<file path="config.mk">
export PLATFORM = sky130hd
export DESIGN_NAME = dmem_arbiter
export DESIGN_NICKNAME = d
export VERILOG_FILES = /design/src/rtl/dmem_arbiter.sv
export SDC_FILE = /design/constraint.sdc
export NUM_CORES = 1
export LEC_CHECK = 0
export ABC_AREA = 1
export BUFFER_PORTS_ARGS = -buffer_cell sky130_fd_sc_hd__buf_2
export CORE_AREA = 2 2 98 100
export DETAILED_ROUTE_END_ITERATION = 16
export DIE_AREA = 0 0 100 102
export PLACE_DENSITY = 0.92
export SLEW_MARGIN = 15
export SYNTH_ARGS = -nofsm -noshare
export SYNTH_HDL_FRONTEND = slang
export SYNTH_SLANG_ARGS = --single-unit
</file>
<file path="constraint.sdc">
create_clock -name clk -period 3.3 [get_ports clk]
set_input_delay 0.165 -clock clk [delete_from_list [all_inputs] [get_ports clk]]
set_output_delay 0.165 -clock clk [all_outputs]
set_load 0.005 [all_outputs]
</file>
<file path="src/rtl/dmem_arbiter.sv">
// rtl/dmem_arbiter.sv - two-port priority arbiter in front of the single-port data memory
//
// Purpose: shares one 256x32 data memory (sync write, comb read) between the
// core port (C, priority) and the DMA/debug loader port (D). A saturating
// consecutive-grant counter keeps the core from starving port D. Read data is
// registered, so each port sees a fixed one-cycle read latency.
//
// Ports:
//   clk, rst                  clock, synchronous active-high reset
//   c_req/c_we/c_addr/c_wdata core request fields (held until c_gnt)
//   c_gnt                     core access performed this cycle
//   c_rvalid/c_rdata          registered core read response
//   d_*                       identical set for port D
//   mem_we/mem_a/mem_wd       drive to the memory instance
//   mem_rd                    combinational read data from the memory
module dmem_arbiter #(
  parameter int ADDR_W     = 8,
  parameter int MAX_CONSEC = 4
) (
  input  logic              clk,
  input  logic              rst,
  input  logic              c_req,
  input  logic              c_we,
  input  logic [ADDR_W-1:0] c_addr,
  input  logic [31:0]       c_wdata,
  output logic              c_gnt,
  output logic              c_rvalid,
  output logic [31:0]       c_rdata,
  input  logic              d_req,
  input  logic              d_we,
  input  logic [ADDR_W-1:0] d_addr,
  input  logic [31:0]       d_wdata,
  output logic              d_gnt,
  output logic              d_rvalid,
  output logic [31:0]       d_rdata,
  output logic              mem_we,
  output logic [31:0]       mem_a,
  output logic [31:0]       mem_wd,
  input  logic [31:0]       mem_rd
);

  localparam logic [3:0] MAX_C = 4'(MAX_CONSEC);

  logic [3:0] cnt;
  logic       c_win;
  logic       d_win;

  // The core loses a contended cycle only once it has used up its run of
  // back-to-back grants while D was waiting.
  always_comb begin
    c_win = c_req & (~d_req | (cnt < MAX_C));
    d_win = d_req & ~c_win;
  end

  // Grants are suppressed during reset so nothing reaches the memory.
  assign c_gnt = c_win & ~rst;
  assign d_gnt = d_win & ~rst;

  // Mux defaults to port C whenever D is not actually granted.
  always_comb begin
    mem_a  = 32'(c_addr);
    mem_wd = c_wdata;
    mem_we = c_gnt & c_we;
    if (d_gnt) begin
      mem_a  = 32'(d_addr);
      mem_wd = d_wdata;
      mem_we = d_we;
    end
  end

  // Starvation counter: counts core grants taken while D is waiting.
  always_ff @(posedge clk) begin
    if (rst) begin
      cnt <= 4'd0;
    end else if (c_gnt && d_req) begin
      if (cnt < MAX_C) begin
        cnt <= cnt + 4'd1;
      end
    end else begin
      cnt <= 4'd0;
    end
  end

  // Read responses: rdata holds until the next read to the same port.
  always_ff @(posedge clk) begin
    if (rst) begin
      c_rvalid <= 1'b0;
      c_rdata  <= 32'd0;
      d_rvalid <= 1'b0;
      d_rdata  <= 32'd0;
    end else begin
      c_rvalid <= c_gnt & ~c_we;
      d_rvalid <= d_gnt & ~d_we;
      if (c_gnt && !c_we) begin
        c_rdata <= mem_rd;
      end
      if (d_gnt && !d_we) begin
        d_rdata <= mem_rd;
      end
    end
  end

endmodule

</file>
==> results by group <==
Outcome
  • Status: completed

Placement
  • Placed Instances: a little under 1k
  • Pre-CTS setup slack: 1.03 ns
  • Gpl congestion: between 0.8 and 0.9
  • Port Buffers: 226
  • Hpwl dp: 9.70 mm

Routing
  • 1st-pass router iterations: 5
  • Met2 WL: around 6.3 mm
  • Vias: 4260
  • DR iter-0 viols: between 100 and 150
  • Routed wl met3: about 1.3 mm
  • Avg Vias per Cell: ~4.3
  • Top Metal Used: met4
  • Detail Route Antenna Nets: 0
  • DRC viols: 0
  • Avg WL per Cell: around 13 um
  • Post-Route WL: about 13 mm
  • DRT met1 WL: just under 5 mm

Logic synthesis
  • Predominant post-synthesis flop cell: dfxtp_1
  • Most common cell in the netlist: nand2_1
  • Register area share after synthesis: 0.360
  • FFs w/ async S/R, synth: 0
  • Cells after Synth: roughly 660
  • Syn Area/Cell: 5.92 um^2
  • Post-synth top cells: nand2_1 (284), inv_1 (131), dfxtp_1 (70)
  • Post-synth top area share: 0.360
  • EDFF count, synth: 0
  • Synth Warn #: 0
  • Post-synthesis cell type count: 24
  • Area leader, netlist: dfxtp_1
  • Post-synthesis sequential element count: 70
  • Main area contributors after synthesis: dfxtp_1 (36%), nand2_1 (27%), inv_1 (13%), nor2_1 (6.5%), nand4_1 (5.1%)
  • Post-Syn Area: roughly 4000 um^2

Floorplanning
  • Row Count: 35
  • Ports: around 250
  • Starting density of the core: 0.427
  • Die X: 100 um
  • Die area: around 10000 um^2
  • Die height: between 100 and 150 um
  • Core ar.: 9110 um^2

Global routing
  • First-pass GRT wire length: roughly 19 mm
  • Largest net degree at the start of global routing: between 40 and 50
  • Global Route Usage Sum: 0.241
  • Vias in the first global route: between 3k and 4k
  • Total grt overflow: 0
  • Antenna violations before repair: 1

Power and ir drop
  • PnR Total Power: ~1.9 mW
  • Pwr per Cell Area: 370 nW/um^2
  • Worst VDD drop: roughly 0.00029 V
  • P_leak: between 3 and 4 nW

Final layout
  • Share of layout cells above drive strength 1: 0.290
  • Area growth, synth to finish: 31.1%
  • Final Util: 0.560
  • Post-Layout Cell Count: between 900 and 1k
  • Nets: ~980

Critical path
  • R2r endpoint: c_rdata[8]$_SDFFE_PP0P_
  • Critical setup path kind: reg -> out
  • CP Launch Type: flop
  • Reg2Reg Setup Slack: 1.23 ns
  • Worst reg2reg path depth: 6
  • Worst Path Max Fanout: 41
  • Crit Reg-Reg Startpoint: cnt[3]$_SDFFE_PP0P_
  • Data required, critical path: approximately 3.1 ns
  • CP endpoint kind: primary output
  • Worst setup path startpoint: cnt[2]$_SDFFE_PP0P_
  • Crit path arrival time: between 2 and 2.5 ns

Clock tree
  • CTS H-tree depth: 3
  • Clock insertion delay at the later pin of the skew report: approximately 0.34 ns
  • Worst-path clk slew: 0.07 ns
  • Clk root buf: clkbuf_8
  • CTS tree: done
  • Clock Tree Buf Depth: 2
  • TritonCTS Buffers: 9
  • Post-CTS setup buffers: 0
  • CTS resizes: 0
  • Cts hold-fix bufs: 0
  • Clock sink total: 70

STA
  • Worst setup margin: around 0.95 ns
  • Min Tclk post-route: ~2.4 ns
  • Final period util: 0.713
  • Setup TNS: 0 ns
  • Final setup viols: 0
  • Hold Fails Final Rpt: 0
  • RSZ-0062 raised after global routing: false
  • Fmax: approximately 0.42 GHz
  • Clock Skews: approximately 0.008 ns
  • Slew Viols, Final: 0
  • Max-slew headroom: 0.306
  • Worst slew pin tran: between 1 and 1.5 ns

Job
  • Max_cap viols: 0

Worst hold path
  • Hold wc startpoint: mem_rd[17]
  • Hold Crit Endpoint: c_rdata[17]$_SDFFE_PP0P_
  • Min-delay worst type: in -> reg
  • Hold depth: 3
## cells by family (layout without fill, tap and decap cells)
logic type	count (synthesis)	count (layout)	synth area share
AND/OR/NAND/NOR	389	389	0.409
buffers and inverters	191	379	0.217
flip-flops	70	70	0.360
AO/OA/AOI/OAI	5	5	0.00739
adder cells (fa/ha/maj)	1	1	0.00321
other	1	26	0.000963
XOR/XNOR	1	1	0.00225
## cell type report
| cell class | count | area, um^2 |
|---|---|---|
| multi-input combinational | 421 | 1740 |
| antenna | 1 | 2.50 |
| tap | 111 | 139 |
| clock inverter | 4 | 22.5 |
| fill | 915 | 4010 |
| clock buffer | 12 | 145 |
| inverter | 134 | 503 |
| sequential | 70 | 1400 |
| timing repair buffer | 229 | 1150 |
## worst max-delay path, cell delays in order (launching register included)
cell and delay, ns:
dfxtp_1 0.39, o21ai_2 0.09, nand2_4 0.35, nand2_2 0.10, inv_2 0.49, nand2_1 0.11, nand2_1 0.15, buf_2 0.14
## layer usage
metal | global-route usage | vias to the layer above
li1 | - | 2259
met1 | 0.265 | 1812
met2 | 0.439 | 174
met3 | 0.0787 | 15
met4 | 0.0811 | 0
met5 | 0 | -
## layout by cell type (no fill, tap or decap)
master,Yosys,layout
a21oi_1,2,2
buf_2,18,226
buf_4,26,3
clkbuf_1,7,2
clkbuf_8,0,10
clkinv_1,1,1
clkinv_2,0,3
clkinvlp_4,0,1
conb_1,1,25
dfxtp_1,70,70
diode_2,0,1
ha_1,1,1
inv_1,131,131
inv_2,2,2
nand2_1,284,284
nand2_2,1,1
nand2_4,1,1
nand3_2,1,1
nand4_1,32,32
nor2_1,67,67
nor2_4,1,1
nor2_8,1,1
nor3_4,1,1
o21ai_0,2,2
o21ai_2,1,1
xnor2_1,1,1
## metrics by stage
step	cell area [um^2]	hold WS, ns
floorplan	3980	0.268
global placement	4930	0.370
detailed placement	4930	0.369
CTS	5100	0.00993
global route	5100	0.0167
finish	5100	0.0297
## sequential cells by signal, summed over array words and instances (netlist names)
register,flops
c_rvalid,1
cnt,4
d_rvalid,1
c_rdata,32
d_rdata,32
## where the power goes
group          internal, mW  total [mW]  switching, mW
Sequential            0.883       0.902         0.0193
Clock                 0.290       0.598          0.308
Combinational         0.163       0.387          0.224
## worst max-delay path by stage
stage,endpoint,cells after the start
6_report,mem_a[7],7
5_1_grt,mem_wd[5],7
4_1_cts,mem_a[7],7
3_3_place_gp,mem_a[4],7
2_1_floorplan,c_rdata[10]$_SDFFE_PP0P_,7
3_5_place_dp,mem_a[7],7
(Power assumes the default switching activity.)
